===== config.mk =====
export PLATFORM = sky130hd
export DESIGN_NAME = nn_output_layer_flat
export DESIGN_NICKNAME = d
export VERILOG_FILES = /design/src/rtl/nn_pkg.sv /design/src/rtl/nn_output_layer_if.sv /design/src/rtl/nn_relu_sat.sv /design/src/rtl/nn_output_layer.sv /design/src/flat_wrapper.sv
export SDC_FILE = /design/constraint.sdc
export NUM_CORES = 1
export LEC_CHECK = 0
export ABC_AREA = 1
export ABC_CLOCK_PERIOD_IN_PS = 7650
export CORE_MARGIN = 3
export CORE_UTILIZATION = 60
export CTS_BUF_LIST = sky130_fd_sc_hd__clkbuf_4 sky130_fd_sc_hd__clkbuf_8
export DETAILED_ROUTE_END_ITERATION = 16
export PLACE_DENSITY = 0.81
export SETUP_SLACK_MARGIN = 0.1
export SLEW_MARGIN = 10
export SYNTH_ARGS = -nofsm -noshare
export SYNTH_HDL_FRONTEND = slang
export SYNTH_SLANG_ARGS = --single-unit

===== constraint.sdc =====
create_clock -name CLK -period 7.65 [get_ports CLK]
set_input_delay 2.295 -clock CLK [delete_from_list [all_inputs] [get_ports CLK]]
set_output_delay 2.295 -clock CLK [all_outputs]
set_load 0.005 [all_outputs]

===== src/rtl/nn_pkg.sv =====
// Shared constants, state encoding and weight-map helpers for the
// two-neuron output layer of the feed-forward classifier.
package nn_pkg;

  localparam int NHID = 6;
  localparam int NOUT = 2;
  localparam int KW   = $clog2(NHID);

  localparam int DEF_WWIDTH = 8;
  localparam int DEF_ZWIDTH = 16;
  localparam int DEF_AWIDTH = 8;
  localparam int DEF_ASHIFT = 4;
  localparam int DEF_ACCW   = 20;

  localparam int W0_BASE = 0;
  localparam int W1_BASE = 6;
  localparam int B0_ADDR = 12;
  localparam int B1_ADDR = 13;

  typedef enum logic [2:0] {IDLE, ACT, MAC, BIAS, DONE} state_t;

  function automatic int weight_addr(input int n, input int i);
    return ((n == 0) ? W0_BASE : W1_BASE) + i;
  endfunction

  function automatic int bias_addr(input int n);
    return (n == 0) ? B0_ADDR : B1_ADDR;
  endfunction

endpackage


===== src/rtl/nn_output_layer_if.sv =====
// Bundle of hidden inputs, weight-write port and result handshake
// between the first-layer stage, the output layer and its consumer.
interface nn_output_layer_if
  import nn_pkg::*;
#(
  parameter int ZWIDTH = DEF_ZWIDTH,
  parameter int WWIDTH = DEF_WWIDTH,
  parameter int ACCW   = DEF_ACCW
);

  logic signed [ZWIDTH-1:0] z0, z1, z2, z3, z4, z5;
  logic                     in_valid;
  logic                     in_ready;
  logic                     wr_en;
  logic        [3:0]        wr_addr;
  logic signed [WWIDTH-1:0] wr_data;
  logic                     out_valid;
  logic                     out_ready;
  logic                     y0, y1;
  logic signed [ACCW-1:0]   score0, score1;

  modport master (
    output z0, z1, z2, z3, z4, z5, in_valid, wr_en, wr_addr, wr_data, out_ready,
    input  in_ready, out_valid, y0, y1, score0, score1
  );

  modport slave (
    input  z0, z1, z2, z3, z4, z5, in_valid, wr_en, wr_addr, wr_data, out_ready,
    output in_ready, out_valid, y0, y1, score0, score1
  );

endinterface


===== src/rtl/nn_relu_sat.sv =====
// ReLU, arithmetic right shift and unsigned saturation of one hidden sum.
module nn_relu_sat #(
  parameter int ZWIDTH = 16,
  parameter int AWIDTH = 8,
  parameter int ASHIFT = 4
) (
  input  logic signed [ZWIDTH-1:0] z,
  output logic        [AWIDTH-1:0] a
);

  localparam logic [ZWIDTH-1:0] AMAX = ZWIDTH'((1 << AWIDTH) - 1);

  logic [ZWIDTH-1:0] shifted;

  always_comb begin
    shifted = z >>> ASHIFT;
    if (z[ZWIDTH-1]) begin
      a = '0;
    end else if (shifted > AMAX) begin
      a = '1;
    end else begin
      a = shifted[AWIDTH-1:0];
    end
  end

endmodule


===== src/rtl/nn_output_layer.sv =====
// Output layer: activations from six hidden sums, serial MAC against two
// weight rows plus bias, class bits and scores over valid/ready.
module nn_output_layer
  import nn_pkg::*;
#(
  parameter int WWIDTH = DEF_WWIDTH,
  parameter int ZWIDTH = DEF_ZWIDTH,
  parameter int AWIDTH = DEF_AWIDTH,
  parameter int ASHIFT = DEF_ASHIFT,
  parameter int ACCW   = DEF_ACCW
) (
  input logic              CLK,
  input logic              RST,
  nn_output_layer_if.slave io
);

  state_t state, state_nxt;

  logic signed [ZWIDTH-1:0]      z_in  [NHID];
  logic signed [ZWIDTH-1:0]      z_q   [NHID];
  logic        [AWIDTH-1:0]      a_nxt [NHID];
  logic        [AWIDTH-1:0]      a_q   [NHID];
  logic signed [WWIDTH-1:0]      w_q   [NOUT][NHID];
  logic signed [WWIDTH-1:0]      b_q   [NOUT];
  logic signed [ACCW-1:0]        acc_q [NOUT];
  logic signed [ACCW-1:0]        score_nxt [NOUT];
  logic signed [ACCW-1:0]        score_q   [NOUT];
  logic                          y_q   [NOUT];
  logic signed [AWIDTH+WWIDTH:0] prod  [NOUT];
  logic signed [AWIDTH:0]        a_ext;
  logic        [KW-1:0]          k;
  logic                          mac_last;

  always_comb begin
    z_in[0] = io.z0;
    z_in[1] = io.z1;
    z_in[2] = io.z2;
    z_in[3] = io.z3;
    z_in[4] = io.z4;
    z_in[5] = io.z5;
  end

  for (genvar i = 0; i < NHID; i++) begin : g_relu
    nn_relu_sat #(
      .ZWIDTH(ZWIDTH),
      .AWIDTH(AWIDTH),
      .ASHIFT(ASHIFT)
    ) u_relu (
      .z(z_q[i]),
      .a(a_nxt[i])
    );
  end

  // Activations are unsigned, so zero-extend before the signed multiply.
  always_comb begin
    a_ext    = $signed({1'b0, a_q[k]});
    mac_last = (k == KW'(NHID - 1));
    for (int n = 0; n < NOUT; n++) begin
      prod[n]      = a_ext * w_q[n][k];
      score_nxt[n] = acc_q[n] + ACCW'(b_q[n]);
    end
  end

  always_ff @(posedge CLK) begin
    if (!RST) begin
      state <= IDLE;
    end else begin
      state <= state_nxt;
    end
  end

  always_comb begin
    state_nxt = state;
    unique case (state)
      IDLE:    if (io.in_valid) state_nxt = ACT;
      ACT:     state_nxt = MAC;
      MAC:     if (mac_last) state_nxt = BIAS;
      BIAS:    state_nxt = DONE;
      DONE:    if (io.out_ready) state_nxt = IDLE;
      default: state_nxt = IDLE;
    endcase
  end

  always_comb begin
    io.in_ready  = (state == IDLE);
    io.out_valid = (state == DONE);
    io.y0        = y_q[0];
    io.y1        = y_q[1];
    io.score0    = score_q[0];
    io.score1    = score_q[1];
  end

  // Weight writes and input capture are only honoured while idle.
  always_ff @(posedge CLK) begin
    if (!RST) begin
      k <= '0;
      for (int i = 0; i < NHID; i++) begin
        z_q[i] <= '0;
        a_q[i] <= '0;
      end
      for (int n = 0; n < NOUT; n++) begin
        for (int i = 0; i < NHID; i++) begin
          w_q[n][i] <= '0;
        end
        b_q[n]     <= '0;
        acc_q[n]   <= '0;
        score_q[n] <= '0;
        y_q[n]     <= 1'b0;
      end
    end else begin
      unique case (state)
        IDLE: begin
          if (io.wr_en) begin
            for (int n = 0; n < NOUT; n++) begin
              for (int i = 0; i < NHID; i++) begin
                if (io.wr_addr == 4'(weight_addr(n, i))) w_q[n][i] <= io.wr_data;
              end
              if (io.wr_addr == 4'(bias_addr(n))) b_q[n] <= io.wr_data;
            end
          end
          if (io.in_valid) begin
            for (int i = 0; i < NHID; i++) begin
              z_q[i] <= z_in[i];
            end
          end
        end
        ACT: begin
          k <= '0;
          for (int i = 0; i < NHID; i++) begin
            a_q[i] <= a_nxt[i];
          end
          for (int n = 0; n < NOUT; n++) begin
            acc_q[n] <= '0;
          end
        end
        MAC: begin
          k <= k + KW'(1);
          for (int n = 0; n < NOUT; n++) begin
            acc_q[n] <= acc_q[n] + ACCW'(prod[n]);
          end
        end
        BIAS: begin
          // A score of exactly zero is not a positive classification.
          for (int n = 0; n < NOUT; n++) begin
            score_q[n] <= score_nxt[n];
            y_q[n]     <= !score_nxt[n][ACCW-1] && (score_nxt[n] != '0);
          end
        end
        default: ;
      endcase
    end
  end

endmodule


===== src/flat_wrapper.sv =====
// flat-port wrapper written by rule: the top's interface ports become plain ports
module nn_output_layer_flat import nn_pkg::*;
#(
  parameter int WWIDTH = DEF_WWIDTH,
  parameter int ZWIDTH = DEF_ZWIDTH,
  parameter int AWIDTH = DEF_AWIDTH,
  parameter int ASHIFT = DEF_ASHIFT,
  parameter int ACCW   = DEF_ACCW
)
  (CLK, RST, io_z0, io_z1, io_z2, io_z3, io_z4, io_z5, io_in_valid, io_wr_en, io_wr_addr, io_wr_data, io_out_ready, io_in_ready, io_out_valid, io_y0, io_y1, io_score0, io_score1);
  nn_output_layer_if #(.ZWIDTH(ZWIDTH), .WWIDTH(WWIDTH), .ACCW(ACCW)) io_i ();
  input logic CLK;
  input logic RST;
  input wire logic [$bits(io_i.z0)-1:0] io_z0;
  input wire logic [$bits(io_i.z1)-1:0] io_z1;
  input wire logic [$bits(io_i.z2)-1:0] io_z2;
  input wire logic [$bits(io_i.z3)-1:0] io_z3;
  input wire logic [$bits(io_i.z4)-1:0] io_z4;
  input wire logic [$bits(io_i.z5)-1:0] io_z5;
  input wire logic [$bits(io_i.in_valid)-1:0] io_in_valid;
  input wire logic [$bits(io_i.wr_en)-1:0] io_wr_en;
  input wire logic [$bits(io_i.wr_addr)-1:0] io_wr_addr;
  input wire logic [$bits(io_i.wr_data)-1:0] io_wr_data;
  input wire logic [$bits(io_i.out_ready)-1:0] io_out_ready;
  output wire logic [$bits(io_i.in_ready)-1:0] io_in_ready;
  output wire logic [$bits(io_i.out_valid)-1:0] io_out_valid;
  output wire logic [$bits(io_i.y0)-1:0] io_y0;
  output wire logic [$bits(io_i.y1)-1:0] io_y1;
  output wire logic [$bits(io_i.score0)-1:0] io_score0;
  output wire logic [$bits(io_i.score1)-1:0] io_score1;
  assign io_i.z0 = io_z0;
  assign io_i.z1 = io_z1;
  assign io_i.z2 = io_z2;
  assign io_i.z3 = io_z3;
  assign io_i.z4 = io_z4;
  assign io_i.z5 = io_z5;
  assign io_i.in_valid = io_in_valid;
  assign io_i.wr_en = io_wr_en;
  assign io_i.wr_addr = io_wr_addr;
  assign io_i.wr_data = io_wr_data;
  assign io_i.out_ready = io_out_ready;
  assign io_in_ready = io_i.in_ready;
  assign io_out_valid = io_i.out_valid;
  assign io_y0 = io_i.y0;
  assign io_y1 = io_i.y1;
  assign io_score0 = io_i.score0;
  assign io_score1 = io_i.score1;
  nn_output_layer #(.WWIDTH(WWIDTH), .ZWIDTH(ZWIDTH), .AWIDTH(AWIDTH), .ASHIFT(ASHIFT), .ACCW(ACCW)) u_core (.CLK(CLK), .RST(RST), .io(io_i));
endmodule

==> results.toml <==
[global_routing]
grt_max_degree = 73
grt_usage_pct = 24.6
grt_pass1_wl_um = 76100
grt_pass1_vias = 16000
grt.overflow.total = 0
antenna_found_initial = 0

[logic_synthesis]
synth_cells = 2337
synth.most_common_cell = "inv_1"
ys_ff_latch = 323
synthTopCellsByArea = "edfxtp_1 44%, fa_1 9.9%, ha_1 9.3%, inv_1 8.2%, nand2_1 7.5%"
yosys-mux-area-fraction_pct = 0
async_reset_ff_share_pct = 0
synth_top_family_by_area = "adder cells"
synth_area_um2 = 21500
yosys_most_used_dff = "edfxtp_1"
synthAdderAreaFrac_pct = 19.2
synth.top_cell.area_share_pct = 43.8
synth_edf_count = 314
synth-xor-area-share_pct = 0.768
seq_area_frac_synth_pct = 44.7
yosysWarnings = 0
synth_top_area_cell = "edfxtp_1"
yosys-top-cells-count = "471 x inv_1, 427 x nand2_1, 314 x edfxtp_1"
avgSynthCellArea_um2 = 9.20
synth_nets = 2716
synth-compound-area-share_pct = 9.20
yosys.cell_types.count = 46
yosys.area_share.simple_pct = 16.4

[drt]
route.vias.total = 16100
dr.pass1.iters = 6
drc = 0
ant_nets = 0
first_iter_violations = 1432
vias_per_cell = 5.39
routed_wl_um = 46900
wl_per_cell_um = 15.7

[sta]
fmax_ghz = 0.152
finalHoldViolations = 0
finalWorstSetupSlack_ps = 1090
worst_pin_slew_ps = 1280
finClkSkew_ps = 62.8
maxSlewHeadroom_pct = 13.9
rsz0062_at_grt = "no"
post-route-min-period_ps = 6560
fin_crit_sh_pct = 85.8
maxSlewViolCount = 0
tns_ps = 0
setup_viol = 0

[setup_path]
max_stage_delay_ps = 930
reg2reg_depth = 23
r2r_setup_slack_ps = 1090
cp-start-kind = "flip-flop"
crit_required_ps = 8080
worstSetupEndpointType = "flip-flop"
arrival_ps = 6990
critPathKind = "reg -> reg"
crit_buf_inv = 4
cp_slowest_cell = "dfxtp_1"
r2r-end = "u_core.acc_q[0][16]"
critPathTopFamily = "adder cells"
worst_path_most_repeated_cell = "nand2_1"
path_cells = "nand2_1 -> a32o_1 -> o21ai_2 -> inv_1 -> nand2_1 -> fa_1 -> fa_1 -> inv_1 -> fa_1 -> fa_1 -> fa_1 -> ha_1 -> nand3_1 -> a31oi_1 -> nor2_1 -> inv_2 -> nand2_1 -> nand2_1 -> inv_1 -> o21ai_1 -> nand2_1 -> nand2_1 -> nor2_1"
crit_path_max_fanout = 25

[pwr]
switching_share_pct = 43.3
leakage_uw = 0.0120
powerDensity_nw_per_um2 = 334
p_sw_uw = 3520
power_uw = 8130
p_clk_share_pct = 18.9
pwr-share-seq_pct = 28.7
ir_drop_mv = 0.273
p_comb_share_pct = 52.4
p_int_uw = 4610

[die]
initial_utilization_pct = 61.5
coreArea_um2 = 35000
dieWidth_um = 195
fp.dieArea_um2 = 38200
row_count = 68
ios = 157
die_y_um = 195

[clock_tree]
cts_resized = 0
cts_buffer_depth = 3
cts_tree = "done"
hold_buffers = 0
cts_buffers = 52
htreeDepth = 2
clock_latency_ps = 670
cts_sinks = 323
post_cts_buffers = 0
path_clk_slew_ps = 70
cts_root_buffer = "clkbuf_8"

[place]
dp_hpwl_um = 35600
gp_congestion = 0.875
placed_area_um2 = 23200
dp_slack_ps = 1230
portBuffers = 132

[flow_run]
drv_cap = 0

[finish]
post-route-util_pct = 69.5
diodes = 0
drive_gt1_share_pct = 6.77
area_growth_pct = 13.0
fin_area_um2 = 24300
final_nets = 2867

[min_path]
hold_class = "reg -> reg"
hold_path.startpoint = "u_core.z_q[0][91]"
holdPathStages = 2
whs_endpoint = "u_core.a_q[5][7]"

[outcome]
status = "complete, no violations"
[layout make-up]
| type | count | area (um2) |
|---|---|---|
| repair buffers | 145 | 1420 |
| well taps | 455 | 569 |
| clock buffers | 63 | 798 |
| flip-flops and latches | 323 | 9610 |
| multi-input cells | 1480 | 9820 |
| inverters | 486 | 1830 |
| fillers | 2538 | 10700 |
| clock inverters | 30 | 260 |
[routing by layer]
metal / global-route usage [%] / wire length [um] / vias to the layer above
met5: 0 / 0 / -
met3: 4.69 / 3340 / 106
met1: 30.4 / 18800 / 7556
li1: - / - / 7851
met4: 8.21 / 1300 / 0
met2: 43.4 / 23400 / 561
[through the flow]
step / hold slack [ps] / std cells
finish: 580 / 2982
CTS: 573 / 2982
global placement: 563 / 2889
global route: 602 / 2982
detailed placement: 570 / 2889
floorplan: 510 / 2337
[flip-flops by register name, summed over array words and instances, names as in the netlist, named ones only]
register	flops
u_core.w_q	96
u_core.z_q	72
u_core.a_q	48
u_core.acc_q	40
u_core.score_q	40
u_core.b_q	16
u_core.k	3
u_core.state	3
u_core.y_q	2
[worst register-to-register path: cells and delay by family, from the launching register on]
| family | cells | cell delay [ps] |
|---|---|---|
| AOI/OAI and AO/OA | 4 | 1300 |
| adders and majority gates | 6 | 2880 |
| buffers and inverters | 4 | 370 |
| DFF | 1 | 930 |
| and+or+nand+nor | 9 | 860 |
[power groups by stage]
| stage | clock (uW) | sequential, uW | combinational [uW] |
|---|---|---|---|
| after floorplan | 0 | 2310 | 3260 |
| after global placement | 0 | 2360 | 4040 |
| after detailed placement | 0 | 2370 | 4180 |
| after CTS | 1560 | 2330 | 4250 |
| after global routing | 1640 | 2350 | 4960 |
| final | 1540 | 2330 | 4260 |
[worst max path at each step]
stage | endpoint | depth (start not counted)
after floorplan | u_core.acc_q[0][16] | 24
after global placement | u_core.acc_q[0][16] | 23
after detailed placement | u_core.acc_q[0][16] | 23
after CTS | u_core.acc_q[0][16] | 23
after global routing | u_core.acc_q[0][36] | 21
final | u_core.acc_q[0][16] | 23
[placed cells by master (no fill, tap or decap), drive strengths merged, types with 13 or more instances in the layout]
| cell | n |
|---|---|
| clkdlybuf4s50 | 132 |
| nand3 | 59 |
| nand3b | 14 |
| fa | 106 |
| buf | 13 |
| o21a | 16 |
| clkinv | 22 |
| edfxtp | 314 |
| o22ai | 17 |
| ha | 160 |
| o21ai | 118 |
| nand2 | 442 |
| nor2 | 300 |
| inv | 489 |
| a21oi | 160 |
| clkbuf | 63 |
[kinds of logic after synthesis]
family	count (synthesis)
AO/OA/AOI/OAI	344
adder cells (fa/ha/maj)	266
buffers and inverters	534
XOR/XNOR	18
AND/OR/NAND/NOR	852
flip-flops	323
(Power assumes the default switching activity.)
